## src/rtl/nota_voz.sv

```systemverilog
// nota_voz: wavetable voice with phase accumulator and attack/sustain/release envelope
module nota_voz #(
  parameter int ACC_W    = 24,
  parameter int IDX_W    = 5,
  parameter int DATA_W   = 8,
  parameter int ENV_W    = 8,
  parameter int ATK_STEP = 16,
  parameter int REL_STEP = 8,
  parameter int ENV_DIV  = 4
) (
  input  logic              clk,
  input  logic              rst,
  input  logic              ativado,
  input  logic [ACC_W-1:0]  incr,
  output logic [IDX_W-1:0]  sample_idx,
  input  logic [DATA_W-1:0] sample_in,
  output logic [DATA_W-1:0] saida,
  output logic              ativo
);
  localparam logic [1:0] IDLE = 2'd0, ATTACK = 2'd1, SUSTAIN = 2'd2, RELEASE = 2'd3;
  localparam int CW = ENV_DIV > 1 ? $clog2(ENV_DIV) : 1;
  localparam logic [ENV_W:0] ENV_MAX = (ENV_W+1)'((1 << ENV_W) - 1);
  localparam logic [ENV_W:0] ATK = (ENV_W+1)'(ATK_STEP);
  localparam logic [ENV_W:0] REL = (ENV_W+1)'(REL_STEP);
  logic [1:0] state, nxt;
  logic [ACC_W-1:0] acc;
  logic [ENV_W-1:0] env, env_n;
  logic [CW-1:0] cnt;
  logic [ENV_W:0] up, dn;
  logic [DATA_W+ENV_W-1:0] prod;
  logic tick;
  assign tick = cnt == CW'(ENV_DIV - 1);
  assign sample_idx = acc[ACC_W-1 -: IDX_W];
  assign ativo = state != IDLE;
  assign up = {1'b0, env} + ATK;
  assign dn = {1'b0, env} - REL;
  assign prod = sample_in * env;
  // gate changes take priority over envelope steps; steps saturate at both ends
  always_comb begin
    nxt = state;
    env_n = env;
    case (state)
      IDLE: if (ativado) begin
        nxt = ATTACK;
        env_n = '0;
      end
      ATTACK: if (!ativado) nxt = RELEASE;
        else if (tick) begin
          nxt = up >= ENV_MAX ? SUSTAIN : ATTACK;
          env_n = up >= ENV_MAX ? ENV_MAX[ENV_W-1:0] : up[ENV_W-1:0];
        end
      SUSTAIN: begin
        env_n = ENV_MAX[ENV_W-1:0];
        if (!ativado) nxt = RELEASE;
      end
      default: if (ativado) nxt = ATTACK;
        else if (tick) begin
          nxt = {1'b0, env} <= REL ? IDLE : RELEASE;
          env_n = {1'b0, env} <= REL ? '0 : dn[ENV_W-1:0];
        end
    endcase
  end
  // state, phase, envelope tick and output registers
  always_ff @(posedge clk or posedge rst)
    if (rst) begin
      state <= IDLE;
      acc <= '0;
      env <= '0;
      cnt <= '0;
      saida <= '0;
    end else begin
      state <= nxt;
      env <= env_n;
      cnt <= tick ? '0 : cnt + 1'b1;
      acc <= (state == IDLE || nxt == IDLE) ? '0 : acc + incr;
      saida <= state == IDLE ? '0 : prod[DATA_W+ENV_W-1 -: DATA_W];
    end
endmodule

```

## config.mk

```make
export PLATFORM = sky130hd
export DESIGN_NAME = nota_voz
export DESIGN_NICKNAME = d
export VERILOG_FILES = /design/src/rtl/nota_voz.sv
export SDC_FILE = /design/constraint.sdc
export NUM_CORES = 1
export LEC_CHECK = 0
export CAP_MARGIN = 20
export CORE_MARGIN = 2
export CORE_UTILIZATION = 30
export CTS_BUF_LIST = sky130_fd_sc_hd__clkbuf_16
export CTS_CLUSTER_SIZE = 20
export DETAILED_ROUTE_END_ITERATION = 8
export PLACE_DENSITY = 0.46
export RECOVER_POWER = 100
export SYNTH_ARGS = -nofsm -noshare
export SYNTH_HDL_FRONTEND = slang
export SYNTH_SLANG_ARGS = --single-unit
```

## constraint.sdc

```tcl
create_clock -name clk -period 14.45 [get_ports clk]
set_clock_uncertainty 0.2 [all_clocks]
set_input_delay 1.445 -clock clk [delete_from_list [all_inputs] [get_ports clk]]
set_output_delay 1.445 -clock clk [all_outputs]
set_load 0.005 [all_outputs]
```

# Word level (Yosys, flattened, before mapping)
# Index checks and enable logic that the tools add are counted.
[totals]
register_bits = 44
inputBits = 35
output_inout_bits = 14
word_cells = 45
[classes]
n_addsub = 4
n_mul = 1
n_lt_le_gt_ge = 2
n_eq_ne = 7
muxes = 20
n_reduce_logical = 6
[op_table]
columns = ["op", "n"]
rows = [
  ["$mux W8", 8],
  ["$add A24 B24 Y24", 1],
  ["$mux W24", 1],
  ["$pmux W8 S3", 1],
  ["$mux W2", 9],
  ["$mul A8 B8 Y16", 1],
  ["$add A8 B5 Y9 const B", 1],
  ["$ge A9 B8 Y1 const B", 1],
  ["$le A8 B4 Y1 const B", 1],
  ["$sub A8 B4 Y8 const B", 1],
  ["$ne A2 B2 Y1 const B", 3],
  ["$pmux W2 S3", 1],
  ["$reduce_and A5 Y1", 1],
  ["$eq A2 B2 Y1 const B", 2],
  ["$logic_not A2 Y1", 2],
  ["$ne A4 B1 Y1 const B", 1],
  ["$reduce_bool A3 Y1", 1],
  ["$add A2 B1 Y2 const B", 1],
  ["$eq A2 B1 Y1 const B", 1],
  ["$reduce_bool A2 Y1", 1],
  ["$logic_or A1 B1 Y1", 1],
]

# Longest topological paths before layout
[depth]
depth_word = 9
mapped_depth = 18

# Worst setup path after synthesis
# No wires, ideal clock.
[synth_path]
path_type = "input to register"
startpoint = "input sample_in[1]"
endpoint = "register saida[3]"
setup_time_ns = 0.125
arrival_ns = 5.325
t_required_ns = 14.125
setup_slack_ns = 8.800
stages = 14
n_path_buf = 0
cell_sequence = "and2_1 > fa_1 > fa_1 > fa_1 > inv_1 > fa_1 > inv_1 > ha_1 > or4_1 > o21ai_0 > a21oi_1 > a21o_1 > a21oi_1 > mux2_2"
[synth_via]
elab_chain_cells = 2
[synth_lines]
columns = ["item", "line", "text"]
rows = [
  ["from (decl)", "16", "input logic [DATA_W-1:0] sample_in,"],
  ["$mul A8 B8 Y16", "37", "assign prod = sample_in * env;"],
  ["$mux W8", "76", "saida <= state == IDLE ? '0 : prod[DATA_W+ENV_W-1 -: DATA_W];"],
  ["to (signal assigned)", "76", ""],
  ["to (decl)", "17", "output logic [DATA_W-1:0] saida,"],
]
# Every way passes these cells.
# A chain may end at the register's enable or synchronous reset.

# Worst setup path in the final report
# Same ends and word-level chain as after synthesis.

==> flow_metrics.py <==
metrics = {
    "finish": {
        "layout-drive-gt1-share": 0.04976,
        "fin_nets": 761,
        "syn_to_final_growth_pct": 15.23,
        "design_area_um2": 5907,
        "n_antenna_cell": 0,
        "fin_util": 0.3549,
    },
    "routing": {
        "vias": 4280,
        "drt_iter0_drc": 231,
        "wl_met3_um": 434,
        "routedLengthMet1_um": 5949,
        "wl_met2_um": 5678,
        "final_antenna_net_count": 0,
        "viasPerCell": 5.077,
        "drt-pass1-iter-count": 4,
        "highest_layer": "met4",
        "drc": 0,
        "wirelength_um": 12340,
        "wl_per_cell_um": 14.64,
    },
    "synth": {
        "ys_seq_area_frac": 0.2050,
        "synth_enable_flop_cells": 0,
        "ys_async_sr_fraction": 1.000,
        "syn_inst": 588,
        "synth_fp_nets": 726,
        "syn-cell-area_um2": 5126,
        "synth.avg_cell_area_um2": 8.718,
        "synthDistinctLibCells": 71,
        "yosysTopAreaCellShare": 0.2050,
        "yosys.area.top_type": "dfrtp_1",
        "ys_seq_elements": 42,
        "synth-main-ff-cell": "dfrtp_1",
        "yosysWarnings": 0,
        "ys_top_cells_by_area": "dfrtp_1, ha_1, fa_1",
    },
    "setup_path": {
        "cpMostUsedCell": "fa_1",
        "cpMaxStageDelayCell": "dlygate4sd3_1",
        "path_cells": "dlygate4sd3_1, and2_0, fa_1, fa_1, fa_1, inv_1, fa_1, inv_1, ha_1, or4_1, o21ai_0, a21oi_1, a21o_1, a21oi_1, mux2_2",
        "cp_data_required_time_ns": 14.43,
        "cp_top_family": "adder cells",
        "crit_path_max_fanout": 7,
        "cp_num_buf_inv": 3,
        "critical_path_class": "in -> reg",
        "crit_path_end_kind": "register",
        "critPathArrivalTime_ns": 6.23,
        "slowest_delay_ns": 0.64,
        "cp-start-kind": "input pin",
    },
    "place": {
        "gp_congestion": 0.8187,
        "portBuffers": 48,
        "place_area_um2": 5782,
        "hpwlAfterDp_um": 9567,
    },
    "clock_tree": {
        "ctsHoldBuffers": 0,
        "cts_made_buffers": 5,
        "cts_tree": "built",
        "clk_pin_slew_ns": 0.07,
        "root_buffer": "clkbuf_16",
        "htreeDepth": 2,
        "clock_latency_ns": 0.30,
        "post_cts_resized": 0,
        "postCtsSetupRepairBufs": 0,
        "clock_sinks": 42,
        "clockBufferDepth": 2,
    },
    "run": {
        "drv_cap": 1,
    },
    "floorplanning": {
        "initial_core_util": 0.3080,
        "die_area_um2": 18150,
        "rows": 47,
        "die_w_um": 134.7,
        "fp.dieH_um": 134.7,
        "io_pins": 49,
        "fp.coreArea_um2": 16640,
    },
    "pwr": {
        "p_leak_nw": 2.800,
        "power.density_nw_per_um2": 224.3,
        "ir_drop_mv": 0.1028,
    },
    "timing": {
        "slew_violations": 30,
        "slew_headroom": -0.1324,
        "finalSetupTns_ns": 0,
        "final-setup-viol-count": 0,
        "hold_violations": 0,
        "worstMarginPinSlew_ns": 1.699,
        "post-route-min-period_ns": 6.250,
        "rsz0062_at_grt": "false",
        "fmax_mhz": 160.0,
        "min_period_over_period": 0.4325,
    },
    "grt": {
        "grt-ovfl-total": 0,
        "grt_pass1_wl_um": 21470,
        "antenna_found_initial": 0,
        "grt_pass1_vias": 4454,
        "grt_start_max_net_pins": 43,
        "grt_use_total": 0.1458,
    },
    "status": {
        "status": "complete, but fails checks",
        "violations": "max-capacitance violations, max-slew violations",
    },
    "worst_hold_path": {
        "hold_class": "reg -> reg",
    },
}
## layer usage
layer  vias up  track usage
met4         0      0.05673
li1       2099            -
met2        69       0.2380
met3        15      0.02177
met5         -            0
met1      2097       0.1946
## final cells by class
type / instances / area (um2)
fillers: 1723 / 10740
multi-input cells: 445 / 3661
flip-flops and latches: 42 / 1051
repair buffers: 50 / 488.0
inverters: 79 / 296.5
well taps: 220 / 275.3
clock buffers: 5 / 125.1
clock inverters: 2 / 10.01
## cell usage after synthesis (all sizes together) (3+ instances only)
library cell / n
inv: 79
o21a: 8
xnor2: 10
ha: 67
o21ai: 30
fa: 36
nand4: 4
nand2b: 6
xor2: 4
nand3: 5
nor4b: 3
a31oi: 5
nor2b: 5
a211oi: 8
clkbuf: 12
o311a: 3
o21bai: 6
and3: 7
and2: 24
nor4: 4
dfrtp: 42
a21o: 9
nand2: 45
or2: 4
nor3: 22
o211ai: 6
buf: 10
nor2: 40
a21boi: 4
a21oi: 32
o31ai: 7
mux2i: 6
## final timing paths
kind	start	to	slack, ns	depth (start not counted)
max	sample_in[1]	saida[3]$_DFF_PP0_	8.20	15
min	cnt[0]$_DFF_PP0_	cnt[0]$_DFF_PP0_	0.24	1
max reg2reg	env[1]$_DFFE_PP0P_	saida[3]$_DFF_PP0_	9.21	15
min reg2reg	cnt[0]$_DFF_PP0_	cnt[0]$_DFF_PP0_	0.24	1
max in group asynchronous	rst	saida[0]$_DFF_PP0_	10.64	3
min in group asynchronous	rst	acc[22]$_DFF_PP0_	1.44	2
## stage by stage
stage / std cells / hold WS, ns / setup WS [ns] / total power, mW
6_report: 843 / 0.2401 / 8.200 / 1.325
2_1_floorplan: 588 / 0.2031 / 8.800 / 0.9819
4_1_cts: 842 / 0.2458 / 8.263 / 1.362
3_5_place_dp: 835 / 0.2251 / 7.964 / 1.228
3_3_place_gp: 835 / 0.2137 / 8.034 / 1.224
5_1_grt: 843 / 0.2496 / 7.974 / 1.511
## state kept, by name, summed over array words and instances, names as in the netlist
register and flops:
acc 24, state 2, saida 8, env 6, cnt 2
## report_power, final
| part | internal [mW] | switching (mW) |
|---|---|---|
| Sequential | 0.168 | 0.0533 |
| Clock | 0.0626 | 0.0509 |
| Combinational | 0.426 | 0.564 |
## worst reg2reg max path, delay by kind of cell (launching register included)
| family | cells | cell delay [ns] |
|---|---|---|
| flip-flops | 1 | 0.69 |
| adder cells (fa/ha/maj) | 5 | 2.33 |
| AND/OR/NAND/NOR | 2 | 0.79 |
| AO/OA/AOI/OAI | 4 | 0.61 |
| multiplexers | 1 | 0.35 |
| buffers and inverters | 3 | 0.16 |
## cells by family (layout without fill, tap and decap cells)
kind of cell | count (synthesis) | after routing | synth area share
AO/OA/AOI/OAI | 141 | 141 | 0.1919
flip-flops | 42 | 42 | 0.2050
XOR/XNOR | 14 | 14 | 0.02392
adder cells (fa/ha/maj) | 103 | 103 | 0.3041
AND/OR/NAND/NOR | 180 | 180 | 0.1823
buffers and inverters | 101 | 136 | 0.07884
multiplexers | 7 | 7 | 0.01391
## cells in the final DEF (no fill, tap or decap), types with 20 or more instances in the layout
cell type | netlist | final
a21oi_1 | 31 | 31
and2_1 | 22 | 21
clkdlybuf4s50_1 | 0 | 31
dfrtp_1 | 42 | 42
fa_1 | 36 | 36
ha_1 | 67 | 67
inv_1 | 79 | 79
nand2_1 | 45 | 45
nor2_1 | 40 | 40
nor3_1 | 20 | 20
o21ai_0 | 26 | 28
Note: power is estimated with default switching activity, not from simulation.
